**config.mk**
```make
export PLATFORM = sky130hd
export DESIGN_NAME = rs_enc_16_8_flat
export DESIGN_NICKNAME = d
export VERILOG_FILES = /design/src/rtl/rs_gf_pkg.sv /design/src/rtl/rs_enc_16_8_if.sv /design/src/rtl/rs_enc_lfsr.sv /design/src/rtl/rs_enc_16_8.sv /design/src/flat_wrapper.sv
export SDC_FILE = /design/constraint.sdc
export NUM_CORES = 1
export LEC_CHECK = 0
export ABC_AREA = 1
export ABC_CLOCK_PERIOD_IN_PS = 2700
export BUFFER_PORTS_ARGS = -buffer_cell sky130_fd_sc_hd__buf_4
export CAP_MARGIN = 30
export CORE_MARGIN = 2
export CORE_UTILIZATION = 30
export DETAILED_ROUTE_END_ITERATION = 8
export REMOVE_ABC_BUFFERS = 1
export SLEW_MARGIN = 20
export SYNTH_ARGS = -nofsm -noshare
export SYNTH_HDL_FRONTEND = slang
export SYNTH_SLANG_ARGS = --single-unit
```
**constraint.sdc**
```tcl
create_clock -name clk -period 2.7 [get_ports clk]
set_input_delay 0 -clock clk [delete_from_list [all_inputs] [get_ports clk]]
set_output_delay 0 -clock clk [all_outputs]
set_load 0.1 [all_outputs]
```
**src/rtl/rs_gf_pkg.sv**
```systemverilog
// GF(2^8) arithmetic and RS(16,8) generator constants shared by the
// Reed-Solomon encoder and decoder blocks.
package rs_gf_pkg;

  localparam int         GF_BW   = 8;
  localparam logic [8:0] GF_POLY = 9'h11D;
  localparam int         RS_P    = 8;

  // Generator coefficients g(x) = prod(x + alpha^i), i=0..7. Index k is the x^k
  // coefficient. The x^8 term is monic.
  localparam logic [RS_P-1:0][GF_BW-1:0] RS_GEN = {
    8'hff, 8'h0b, 8'h51, 8'h36, 8'hef, 8'had, 8'hc8, 8'h18
  };

  typedef enum logic {ST_MSG, ST_PAR} enc_state_e;

  typedef struct packed {
    logic [GF_BW-1:0] data;
    logic             sop;
    logic             eop;
  } rs_sym_t;

  function automatic logic [GF_BW-1:0] gf_xtime(input logic [GF_BW-1:0] a);
    return {a[GF_BW-2:0], 1'b0} ^ (a[GF_BW-1] ? GF_POLY[GF_BW-1:0] : '0);
  endfunction

  // With a constant c, this collapses to a fixed XOR network.
  function automatic logic [GF_BW-1:0] gf_mul_const(input logic [GF_BW-1:0] a,
                                                    input logic [GF_BW-1:0] c);
    logic [GF_BW-1:0] acc;
    logic [GF_BW-1:0] t;
    acc = '0;
    t   = a;
    for (int i = 0; i < GF_BW; i++) begin
      if (c[i]) acc = acc ^ t;
      t = gf_xtime(t);
    end
    return acc;
  endfunction

endpackage

```
**src/rtl/rs_enc_16_8_if.sv**
```systemverilog
// Streaming handshake bundle for the RS(16,8) encoder: message in, codeword out.
interface rs_enc_16_8_if #(parameter int SYM_BW = 8);
  logic              in_valid;
  logic              in_ready;
  logic [SYM_BW-1:0] in_data;
  logic              out_valid;
  logic              out_ready;
  logic [SYM_BW-1:0] out_data;
  logic              out_sop;
  logic              out_eop;

  modport master (
    output in_valid, in_data, out_ready,
    input  in_ready, out_valid, out_data, out_sop, out_eop
  );

  modport slave (
    input  in_valid, in_data, out_ready,
    output in_ready, out_valid, out_data, out_sop, out_eop
  );
endinterface

```
**src/rtl/rs_enc_lfsr.sv**
```systemverilog
// 8-stage RS parity register: divides m(x)*x^8 by g(x). Stage 7 holds the
// highest-degree remainder coefficient.
module rs_enc_lfsr
  import rs_gf_pkg::*;
(
  input  logic             clk,
  input  logic             rst_n,
  input  logic             i_load,
  input  logic             i_shift,
  input  logic             i_clr,
  input  logic [GF_BW-1:0] i_data,
  output logic [GF_BW-1:0] o_msb
);

  logic [RS_P-1:0][GF_BW-1:0] r_stg;
  logic [RS_P-1:0][GF_BW-1:0] w_nxt_ld;
  logic [GF_BW-1:0]           w_fb;

  assign w_fb  = i_data ^ r_stg[RS_P-1];
  assign o_msb = r_stg[RS_P-1];

  genvar g;
  generate
    for (g = 0; g < RS_P; g++) begin : g_stg
      if (g == 0) begin : g_lo
        assign w_nxt_ld[g] = gf_mul_const(w_fb, RS_GEN[g]);
      end else begin : g_hi
        assign w_nxt_ld[g] = r_stg[g-1] ^ gf_mul_const(w_fb, RS_GEN[g]);
      end
    end
  endgenerate

  // Clear wins so the register is empty for the next codeword regardless of shift.
  always_ff @(posedge clk or negedge rst_n) begin
    if (!rst_n)       r_stg <= '0;
    else if (i_clr)   r_stg <= '0;
    else if (i_load)  r_stg <= w_nxt_ld;
    else if (i_shift) r_stg <= {r_stg[RS_P-2:0], {GF_BW{1'b0}}};
  end

endmodule

```
**src/rtl/rs_enc_16_8.sv**
```systemverilog
// Systematic RS(16,8) encoder over GF(256): passes 8 message symbols through,
// then emits 8 parity symbols. Single-register output stage with backpressure.
module rs_enc_16_8
  import rs_gf_pkg::*;
#(
  parameter int SYM_BW = 8,
  parameter int N_SYM  = 16,
  parameter int K_SYM  = 8
) (
  input  logic         clk,
  input  logic         rst_n,
  rs_enc_16_8_if.slave bus
);

  localparam int P_SYM = N_SYM - K_SYM;
  localparam int CNT_W = $clog2(K_SYM);
  localparam logic [CNT_W-1:0] LAST_M = CNT_W'(K_SYM - 1);
  localparam logic [CNT_W-1:0] LAST_P = CNT_W'(P_SYM - 1);

  enc_state_e        r_st, w_st_nxt;
  logic [CNT_W-1:0]  r_cnt, w_cnt_nxt;
  rs_sym_t           r_out;
  logic              r_out_valid;

  logic              w_free;
  logic              w_in_ready;
  logic              w_acc;
  logic              w_par_ld;
  logic              w_ld, w_sh, w_clr;
  logic [SYM_BW-1:0] w_par;

  assign w_free     = !r_out_valid || bus.out_ready;
  assign w_in_ready = (r_st == ST_MSG) && w_free;
  assign w_acc      = bus.in_valid && w_in_ready;
  assign w_par_ld   = (r_st == ST_PAR) && w_free;

  assign bus.in_ready  = w_in_ready;
  assign bus.out_valid = r_out_valid;
  assign bus.out_data  = r_out.data;
  assign bus.out_sop   = r_out.sop;
  assign bus.out_eop   = r_out.eop;

  rs_enc_lfsr u_lfsr (
    .clk     (clk),
    .rst_n   (rst_n),
    .i_load  (w_ld),
    .i_shift (w_sh),
    .i_clr   (w_clr),
    .i_data  (bus.in_data),
    .o_msb   (w_par)
  );

  always_ff @(posedge clk or negedge rst_n) begin
    if (!rst_n) begin
      r_st  <= ST_MSG;
      r_cnt <= '0;
    end else begin
      r_st  <= w_st_nxt;
      r_cnt <= w_cnt_nxt;
    end
  end

  always_comb begin
    w_st_nxt  = r_st;
    w_cnt_nxt = r_cnt;
    w_ld      = 1'b0;
    w_sh      = 1'b0;
    w_clr     = 1'b0;
    case (r_st)
      ST_MSG: begin
        if (w_acc) begin
          w_ld = 1'b1;
          if (r_cnt == LAST_M) begin
            w_st_nxt  = ST_PAR;
            w_cnt_nxt = '0;
          end else begin
            w_cnt_nxt = r_cnt + 1'b1;
          end
        end
      end
      ST_PAR: begin
        if (w_par_ld) begin
          if (r_cnt == LAST_P) begin
            w_clr     = 1'b1;
            w_st_nxt  = ST_MSG;
            w_cnt_nxt = '0;
          end else begin
            w_sh      = 1'b1;
            w_cnt_nxt = r_cnt + 1'b1;
          end
        end
      end
      default: begin
        w_st_nxt  = ST_MSG;
        w_cnt_nxt = '0;
      end
    endcase
  end

  // Output stage holds everything while stalled; drains to idle when free and unloaded.
  always_ff @(posedge clk or negedge rst_n) begin
    if (!rst_n) begin
      r_out       <= '0;
      r_out_valid <= 1'b0;
    end else if (w_acc) begin
      r_out.data  <= bus.in_data;
      r_out.sop   <= (r_cnt == '0);
      r_out.eop   <= 1'b0;
      r_out_valid <= 1'b1;
    end else if (w_par_ld) begin
      r_out.data  <= w_par;
      r_out.sop   <= 1'b0;
      r_out.eop   <= (r_cnt == LAST_P);
      r_out_valid <= 1'b1;
    end else if (w_free) begin
      r_out.sop   <= 1'b0;
      r_out.eop   <= 1'b0;
      r_out_valid <= 1'b0;
    end
  end

endmodule

```
**src/flat_wrapper.sv**
```systemverilog
// flat-port wrapper written by rule: the top's interface ports become plain ports
module rs_enc_16_8_flat import rs_gf_pkg::*;
#(
  parameter int SYM_BW = 8,
  parameter int N_SYM  = 16,
  parameter int K_SYM  = 8
)
  (clk, rst_n, bus_in_valid, bus_in_data, bus_out_ready, bus_in_ready, bus_out_valid, bus_out_data, bus_out_sop, bus_out_eop);
  rs_enc_16_8_if #(.SYM_BW(SYM_BW)) bus_i ();
  input  logic clk;
  input  logic rst_n;
  input wire logic [$bits(bus_i.in_valid)-1:0] bus_in_valid;
  input wire logic [$bits(bus_i.in_data)-1:0] bus_in_data;
  input wire logic [$bits(bus_i.out_ready)-1:0] bus_out_ready;
  output wire logic [$bits(bus_i.in_ready)-1:0] bus_in_ready;
  output wire logic [$bits(bus_i.out_valid)-1:0] bus_out_valid;
  output wire logic [$bits(bus_i.out_data)-1:0] bus_out_data;
  output wire logic [$bits(bus_i.out_sop)-1:0] bus_out_sop;
  output wire logic [$bits(bus_i.out_eop)-1:0] bus_out_eop;
  assign bus_i.in_valid = bus_in_valid;
  assign bus_i.in_data = bus_in_data;
  assign bus_i.out_ready = bus_out_ready;
  assign bus_in_ready = bus_i.in_ready;
  assign bus_out_valid = bus_i.out_valid;
  assign bus_out_data = bus_i.out_data;
  assign bus_out_sop = bus_i.out_sop;
  assign bus_out_eop = bus_i.out_eop;
  rs_enc_16_8 #(.SYM_BW(SYM_BW), .N_SYM(N_SYM), .K_SYM(K_SYM)) u_core (.clk(clk), .rst_n(rst_n), .bus(bus_i));
endmodule
```
## Yosys cells after proc, flatten, opt, wreduce, memory -nomap -nowiden

Index checks and enable logic that the tools add are counted.

- Output and inout port bits: 12
- Bits in registers: 79

- $add $sub $neg: 1
- Reduce and logical (&&, ||, !) cells: 10
- Bitwise gates (word level): 39
- Multiplexer cells: 32
- Eq/ne operators: 3

Operators with widths:

| cell | count |
|---|---|
| bitwise XOR 8 bit | 31 |
| 2-to-1 mux 64 bit | 3 |
| bitwise XOR 8 x 5 -> 8 bit | 7 |
| 2-to-1 mux 5 bit | 7 |
| 2-to-1 mux 1 bit | 13 |
| 2-to-1 mux 10 bit | 1 |
| 2-to-1 mux 3 bit | 3 |
| 2-to-1 mux 8 bit | 1 |
| one-hot mux 3 bit (2 select lines) | 1 |
| nonzero test 3 bit | 2 |
| 2-to-1 mux 2 bit | 2 |
| adder 3 x 1 -> 3 bit (second input constant) | 1 |
| equality test 3 bit (second input constant) | 1 |
| logical AND 1 bit | 3 |
| logical NOT 3 bit | 1 |
| != test 2 x 1 -> 1 bit (second input constant) | 1 |
| != test 2 bit (second input constant) | 1 |
| one-hot mux 1 bit (2 select lines) | 1 |
| AND reduction 2 bit | 1 |
| nonzero test 2 bit | 1 |
| logical NOT 1 bit | 1 |
| logical OR 1 bit | 1 |
| NOT 1 bit | 1 |

## Logic depth before layout (Yosys ltp)

Gate-level depths: netlist (run 1).

- Word-level depth: 19
- Mapped depth: 18

## Cells and area by module

Synthesis (run 1) repeated with hierarchy kept, for this count alone.

- Cell total of the unflattened synthesis: 822
- Area total of the unflattened synthesis: 5828.1 µm²

By module, submodules not included:

| module | area each (µm²) | cells an instance | instances |
|---|---|---|---|
| rs_enc_lfsr | 4956.0 | 710 | 1 |
| rs_enc_16_8 | 872.1 | 112 | 1 |

## Least setup slack after synthesis (run 1)

OpenSTA, ideal clock, no wires.

- Path kind: register -> register
- Start point: register u_core.r_out_valid (netlist: u_core.bus.out_valid)
- End point: register u_core.u_lfsr.r_stg[9] (netlist name)
- Clock period less this slack: 3598 ps
- Slack: -898 ps
- Setup time: 101 ps
- Data arrival time: 3497 ps
- Cell stages (with the launch flop): 11
- Cells stage by stage: dfrtp_1 > inv_1 > nor2_1 > nor2_1 > nand2_1 > inv_2 > nor2_2 > nor2_4 > inv_2 > buf_2 > o32ai_1

- Word-level cells in the longest chain between the ends: 8
- Elaborated cells between the ends (all ways): 14

RTL lines:

| element | RTL line | RTL |
|---|---|---|
| start, declared | rs_enc_16_8.sv:23 | `logic r_out_valid;` |
| start signal, assigned | rs_enc_16_8.sv:104 | `r_out_valid <= 1'b0;` |
| start signal, assigned | rs_enc_16_8.sv:109 | `r_out_valid <= 1'b1;` |
| start signal, assigned | rs_enc_16_8.sv:114 | `r_out_valid <= 1'b1;` |
| logical NOT 1 bit * | rs_enc_16_8.sv:32 | `assign w_free = !r_out_valid \|\| bus.out_ready;` |
| logical OR 1 bit * | rs_enc_16_8.sv:32 |  |
| logical AND 1 bit * | rs_enc_16_8.sv:33 | `assign w_in_ready = (r_st == ST_MSG) && w_free;` |
| via bus_in_ready | flat_wrapper.sv:15 | `output wire logic [$bits(bus_i.in_ready)-1:0] bus_in_ready;` |
| logical AND 1 bit * | rs_enc_16_8.sv:34 | `assign w_acc = bus.in_valid && w_in_ready;` |
| 2-to-1 mux 1 bit * | rs_enc_16_8.sv:71 | `if (w_acc) begin` |
| 2-to-1 mux 1 bit * | rs_enc_16_8.sv:69 | `case (r_st)` |
| 2-to-1 mux 64 bit | rs_enc_lfsr.sv:37 | `else if (i_load) r_stg <= w_nxt_ld;` |
| 2-to-1 mux 64 bit | rs_enc_lfsr.sv:36 | `else if (i_clr) r_stg <= '0;` |
| end signal, assigned | rs_enc_lfsr.sv:37 |  |
| end signal, assigned | rs_enc_lfsr.sv:38 | `else if (i_shift) r_stg <= {r_stg[RS_P-2:0], {GF_BW{1'b0}}};` |
| end, declared | rs_enc_lfsr.sv:15 | `logic [RS_P-1:0][GF_BW-1:0] r_stg;` |

The timed path passes the listed nets; every way through them passes the cells marked *.
A chain may end at the register's enable or synchronous reset.

## Worst setup path in the final report (run 1)

- Start point: register u_core.u_lfsr.r_stg (netlist bit u_core.u_lfsr.o_msb[7])
- End point: register u_core.u_lfsr.r_stg (netlist bit u_core.u_lfsr.o_msb[6])

- Word-level cells in the longest chain between the ends: 14
- Elaborated cells between the ends (all ways): 18

RTL lines:

| element | RTL line | RTL |
|---|---|---|
| bitwise XOR 8 bit * | rs_enc_lfsr.sv:19 | `assign w_fb = i_data ^ r_stg[RS_P-1];` |
| 2-to-1 mux 5 bit * | rs_gf_pkg.sv:24 | `return {a[GF_BW-2:0], 1'b0} ^ (a[GF_BW-1] ? GF_POLY[GF_BW-1:0] : '0);` |
| bitwise XOR 8 x 5 -> 8 bit * (3 in a row) | rs_gf_pkg.sv:24 |  |
| bitwise XOR 8 x 5 -> 8 bit | rs_gf_pkg.sv:24 |  |
| 2-to-1 mux 5 bit | n/a |  |
| bitwise XOR 8 x 5 -> 8 bit | n/a |  |
| bitwise XOR 8 x 5 -> 8 bit (2 in a row) | rs_gf_pkg.sv:24 |  |
| bitwise XOR 8 bit * | rs_gf_pkg.sv:35 | `if (c[i]) acc = acc ^ t;` |
| bitwise XOR 8 bit * | rs_enc_lfsr.sv:28 | `assign w_nxt_ld[g] = r_stg[g-1] ^ gf_mul_const(w_fb, RS_GEN[g]);` |
| 2-to-1 mux 64 bit * | rs_enc_lfsr.sv:37 |  |
| 2-to-1 mux 64 bit * | rs_enc_lfsr.sv:36 |  |

Mark *: on every way between the ends. The rest lies on a longest branch, timed or not.

==> run_results.csv, run 1 <==
group,metric,value,unit
synthesis,synth_top_family_by_area,"simple AND/OR/NAND/NOR gates",
drt,highest_layer,"met4",
drt,met2_length,6650,µm
worst_hold_path,hold_path.class,"in -> reg",
synthesis,synth_fa_ha_area_share,0.680,%
synthesis,synth_cell_types,42,
floorplan,start_util,30.6,%
floorplan,core.rowCount,49,
synthesis,synth_area,5520,µm²
synthesis,yosys-top-cells-area,"dfrtp_1 36%, nand2_1 16%, inv_1 5.4%",
timing,setup_viol,0,
placement,place_hpwl,11200,µm
synthesis,async_flop_share,100,%
synthesis,synth_top_area_share,35.8,%
synthesis,ys_warn_count,0,
grt,gr-total-overflow,0,
floorplan,die_w,140,µm
finish,fin_util,35.6,%
clock_network,cts_tree,"built",
clock_network,htree_levels,3,
setup_path,r2r-start,"u_core.u_lfsr.o_msb[7]",
synthesis,synth_mux_area_share,0,%
drt,met3_length,798,µm
setup_path,crit_fanout,11,
clock_network,clkTransAtPathRegs,0.06,ns
clock_network,root_buffer,"clkbuf_16",
floorplan,core_area,18000,µm²
placement,globalplace.congestion,0.938,
synthesis,synth_edf_count,0,
setup_path,reg2reg_to,"u_core.u_lfsr.o_msb[6]",
setup_path,crit_slowest_cell,"dfrtp_1",
setup_path,cp-start-kind,"register",
synthesis,synth.avg_cell_area,7.30,µm²
job,cap_violations,0,
timing,fin_skew,0.00521,ns
grt,grt_pass1_vias,4748,
synthesis,synth_seq_cells,79,
setup_path,cp_cell_sequence,"inv_2 > nand2_1 > nand2_2 > nand2_4 > nand2_8 > xor2_1 > nand2_1 > nand2_1 > nand2_1 > nand2_1 > nand2_1 > nand2_1 > nand3_1 > nand3_1 > nand2_1",
floorplan,die-area,19500,µm²
drt,met1_length,7380,µm
setup_path,cp_common_cell,"nand2_1",
drt,drt_first_pass_iters,5,
setup_path,rr_worst_depth,15,
timing,slew_headroom,67.3,%
drt,drtIter0Drc,371,
setup_path,cp.required,2.93,ns
grt,antenna_found_initial,0,
synthesis,yosys.area_share.simple,32.9,%
setup_path,cpPeakStageDelay,0.43,ns
synthesis,syn-instance-count,756,
drt,drc,0,
synthesis,ys_seq_area_share,35.8,%
timing,fmax,411,MHz
finish,diodes,0,
clock_network,cts_inserted_buffers,9,
clock_network,clock_path_buffers,2,
synthesis,synth_top_area_cell,"dfrtp_1",
status,status,"complete, no violations",
setup_path,r2r_slack,0.26,ns
timing,hold_viol,0,
setup_path,crit_start,"u_core.u_lfsr.o_msb[7]",
finish,layout.cells.most_common,"nand2_1",
drt,viasPerCell,4.78,
grt,grt_util_all_layers,16.4,%
finish,fin_nets,805,
drt,wl_per_cell,14.9,µm
finish,syn_to_final_growth,16.1,%
setup_path,arrival,2.67,ns
grt,grt_first_pass_wirelength,25200,µm
finish,drive_gt1_share,16.9,%
grt,grt_max_degree,47,
setup_path,critPathCaptureType,"register",
timing,grt_setup_unrepaired,"no",
clock_network,worstSkewPairLatency,0.35,ns
floorplan,dieHeight,140,µm
synthesis,synth-xor-area-share,9.22,%
drt,drt-total-wl,15200,µm
clock_network,clock_sinks,79,
drt,vias,4890,
timing,timing.final.crit_period,2.44,ns
synthesis,synth_compound_area_share,12.7,%
finish,fillers,1927,
setup_path,crit_end,"u_core.u_lfsr.o_msb[6]",
timing,tightestPinTransition,0.491,ns
floorplan,ios,24,
timing,drv_slew,0,
drt,ant_nets,0,
timing,period_share,90.2,%
setup_path,critPathKind,"reg -> reg",
synthesis,synth-main-ff-cell,"dfrtp_1",
timing,holdWs,0.0317,ns
placement,io_buffers,23,
finish,layout_common_cells,"234 x nand2_1, 79 x inv_1, 79 x dfrtp_1",
-- state kept, by name, summed over array words and instances, names as in the netlist --
| signal | flops |
|---|---|
| u_core.bus.out_eop | 1 |
| u_core.u_lfsr.r_stg | 56 |
| u_core.r_cnt | 3 |
| u_core.r_st | 1 |
| u_core.bus.out_sop | 1 |
| u_core.bus.out_data | 8 |
| u_core.bus.out_valid | 1 |
| u_core.u_lfsr.o_msb | 8 |
-- routing by layer --
metal | vias up | GRT usage (%)
met3 | 21 | 3.20
li1 | 2508 | -
met5 | - | 0
met1 | 2245 | 23.3
met4 | 0 | 6.37
met2 | 116 | 24.6
-- kinds of logic after synthesis --
kind of cell,after synthesis
AOI/OAI and AO/OA,121
xor gates and xnor gates,47
DFF,79
buffers and inverters,119
and+or+nand+nor,387
adders and majority gates,3
-- worst min-delay path by stage --
stage,endpoint,slack [ns],cells after the start,start
finish,u_core.bus.out_data[5],0.03,3,bus_in_data[5]
global route,u_core.bus.out_data[5],0.05,3,bus_in_data[5]
CTS,u_core.bus.out_data[5],0.02,3,bus_in_data[5]
detailed placement,u_core.u_lfsr.r_stg[10],-0.009,1,rst_n
global placement,u_core.bus.out_valid,0.19,2,bus_out_ready
floorplan,u_core.bus.out_data[0],-0.30,0,rst_n
-- timing repair --
item | in CTS | in global routing
setup endpoints to repair | 0 | 0
gates resized for setup | 0 | 0
endpoints found under the hold margin | 40 | 0
buffers inserted | 0 | 0
hold buffers | 7 | 0
-- worst max-delay path, delay by kind of cell (launching register included) --
family	cells	cell delay, ns
xor+xnor	1	0.27
buf+inv	1	0.08
flops	1	0.43
simple gates	13	1.52
-- per-stage QoR --
step / setup WS [ns] / setup TNS, ns / cells / area, µm²
6_report: 0.264 / 0 / 1024 / 6410
5_1_grt: 0.0673 / 0 / 1024 / 6410
4_1_cts: 0.278 / 0 / 1024 / 6410
3_5_place_dp: 0.295 / 0 / 1001 / 6010
3_3_place_gp: 0.301 / 0 / 1000 / 5990
2_1_floorplan: -2.72 / -187.84 / 734 / 5410
-- area by class of cell --
class	instances	area (µm²)	area share (%)
timing repair buffer	45	388	6.05
inverter	97	368	5.74
clock buffer	13	260	4.06
sequential	79	1980	30.8
tap	229	287	4.47
clock inverter	3	65.1	1.02
multi-input combinational	558	3060	47.8
-- Yosys cell counts (3+ instances only) --
| cell | number |
|---|---|
| nand4_1 | 8 |
| o21ai_0 | 46 |
| buf_2 | 6 |
| nand2_1 | 234 |
| clkbuf_1 | 10 |
| o21ai_1 | 12 |
| ha_1 | 3 |
| inv_1 | 79 |
| xnor2_1 | 9 |
| a21oi_1 | 21 |
| xnor2_2 | 3 |
| dfrtp_1 | 79 |
| nand3_2 | 7 |
| o2111ai_1 | 3 |
| nand3_1 | 57 |
| xor2_2 | 5 |
| nor2_1 | 31 |
| xor2_1 | 28 |
| nand2_2 | 25 |
| o22ai_1 | 26 |
| inv_2 | 15 |
| o221ai_1 | 7 |
| nand2_4 | 17 |
Power of run 1 is left out: the tool's default activity adds up to more than one toggle a clock period on the data nets, which glitch-free logic cannot reach.
==> inputs of run 2 (changes only) <==
Settings changed: ABC_CLOCK_PERIOD_IN_PS 2700 to 2800.
Clock period 2.7 ns to 2.8 ns, I/O delays scaled along.
==> run 2 against run 1 <==
Net effect:
- register-to-register slack gained 0.03 ns
- cell count shrank 0.39%
- highest routed layer unchanged
- core utilization shrank 0.28 points
- wire length grew 2.5%
- maximum frequency shrank 2.9%
- via count grew 1.7%
- non-clock buffer count shrank 3
- first-iteration DRC count shrank 3.8%
==> run_results.csv, run 2 (same netlist as run 1, synthesis figures left out) <==
group,metric,value,unit
status,status,"complete, no violations",
finish,fin_nets,802,
drt,wl_per_cell,15.3,µm
timing,setup_viol,0,
timing,holdWs,0.0198,ns
finish,diodes,0,
setup_path,cp-start-kind,"register",
setup_path,cp.required,3.03,ns
setup_path,cpPeakStageDelay,0.47,ns
clock_network,clkTransAtPathRegs,0.06,ns
floorplan,core_area,18000,µm²
finish,syn_to_final_growth,15.2,%
floorplan,die_w,140,µm
placement,io_buffers,23,
clock_network,clock_sinks,79,
timing,period_share,89.6,%
clock_network,clock_path_buffers,2,
setup_path,critPathKind,"reg -> reg",
grt,grt_util_all_layers,16.7,%
drt,viasPerCell,4.88,
setup_path,cp_cell_sequence,"inv_2 > nand2_1 > nand2_2 > nand2_4 > nand2_4 > nand2_1 > nand2_2 > nand2_2 > nand2_4 > o21ai_0 > nand2_1 > nand2_1 > o22ai_1",
clock_network,postCtsHoldBufs,7,
finish,largest_register_ffs,56,
floorplan,die-area,19500,µm²
drt,vias,4973,
clock_network,cts_inserted_buffers,9,
timing,drv_slew,0,
timing,fin_skew,0.00502,ns
worst_hold_path,hold_path.class,"in -> reg",
timing,fmax,399,MHz
finish,drive_gt1_share,16.7,%
job,cap_violations,0,
finish,layout.cells.most_common,"nand2_1",
clock_network,postCtsResizedCells,0,
timing,timing.final.crit_period,2.51,ns
grt,grt_pass1_vias,4664,
grt,grt_max_degree,51,
clock_network,root_buffer,"clkbuf_16",
finish,stdcell_count,1020,
finish,regMostFlops,"u_core.u_lfsr.r_stg",
floorplan,ios,24,
floorplan,start_util,30.6,%
clock_network,worstSkewPairLatency,0.35,ns
clock_network,cts_tree,"built",
clock_network,htree_levels,3,
setup_path,critPathCaptureType,"register",
timing,hold_viol,0,
drt,drt_first_pass_iters,5,
setup_path,cp_common_cell,"nand2_1",
drt,drtIter0Drc,357,
timing,setup_tns,0,ns
drt,drt-total-wl,15600,µm
placement,dp_cells,998,
timing,slew_headroom,54.5,%
floorplan,core.rowCount,49,
grt,antenna_found_initial,0,
drt,ant_nets,0,
placement,place_hpwl,11300,µm
setup_path,arrival,2.74,ns
timing,grt_setup_unrepaired,"no",
clock_network,post_cts_buffers,0,
finish,fillers,1918,
grt,gr-total-overflow,0,
finish,layout_common_cells,"234 x nand2_1, 79 x inv_1, 79 x dfrtp_1",
timing,tightestPinTransition,0.676,ns
setup_path,crit_slowest_cell,"o21ai_0",
drt,drc,0,
setup_path,crit_fanout,12,
floorplan,dieHeight,140,µm
placement,globalplace.congestion,0.952,
grt,grt_first_pass_wirelength,25500,µm
-- run 2: layout make-up --
class | instances | area, µm² | share of cell area, %
clock inverter | 4 | 45.0 | 0.708
timing repair buffer | 42 | 365 | 5.75
multi-input combinational | 558 | 3060 | 48.2
sequential | 79 | 1980 | 31.1
inverter | 97 | 368 | 5.79
tap | 229 | 287 | 4.51
clock buffer | 11 | 253 | 3.97
-- run 2: metal layers --
layer / vias to the layer above / wire (µm) / global-route usage [%]
li1: 2501 / - / -
met1: 2305 / 7180 / 22.9
met5: - / 0 / 0
met2: 136 / 7060 / 25.8
met4: 0 / 388 / 5.95
met3: 31 / 956 / 3.79
-- run 2: worst paths after layout --
kind	depth (start not counted)	slack, ns	end	startpoint
setup / recovery	13	0.29	u_core.u_lfsr.r_stg[37]	u_core.u_lfsr.o_msb[7]
hold / removal	3	0.02	u_core.bus.out_data[6]	bus_in_data[6]
setup reg to reg	13	0.29	u_core.u_lfsr.r_stg[37]	u_core.u_lfsr.o_msb[7]
hold reg to reg	2	0.49	u_core.bus.out_data[1]	u_core.bus.out_data[1]
max in group asynchronous	3	2.05	u_core.u_lfsr.r_stg[13]	rst_n
min in group asynchronous	2	0.14	u_core.u_lfsr.r_stg[11]	rst_n
-- run 2: worst max-delay path: cells and delay by family, from the launching register on --
| kind | cells | cell delay [ns] |
|---|---|---|
| AO/OA/AOI/OAI | 2 | 0.53 |
| buffers and inverters | 1 | 0.06 |
| flip-flops | 1 | 0.43 |
| AND/OR/NAND/NOR | 10 | 1.34 |
-- run 2: metrics by stage --
stage / area [µm²] / worst slack [ns] / util [%]
final: 6360 / 0.292 / 35.3
after global routing: 6360 / 0.104 / 35.3
after CTS: 6360 / 0.315 / 35.3
after detailed placement: 5990 / 0.325 / 33.2
after global placement: 5960 / 0.369 / 33.1
after floorplan: 5410 / -2.62 / -
Power of run 2 is left out for the same reason.
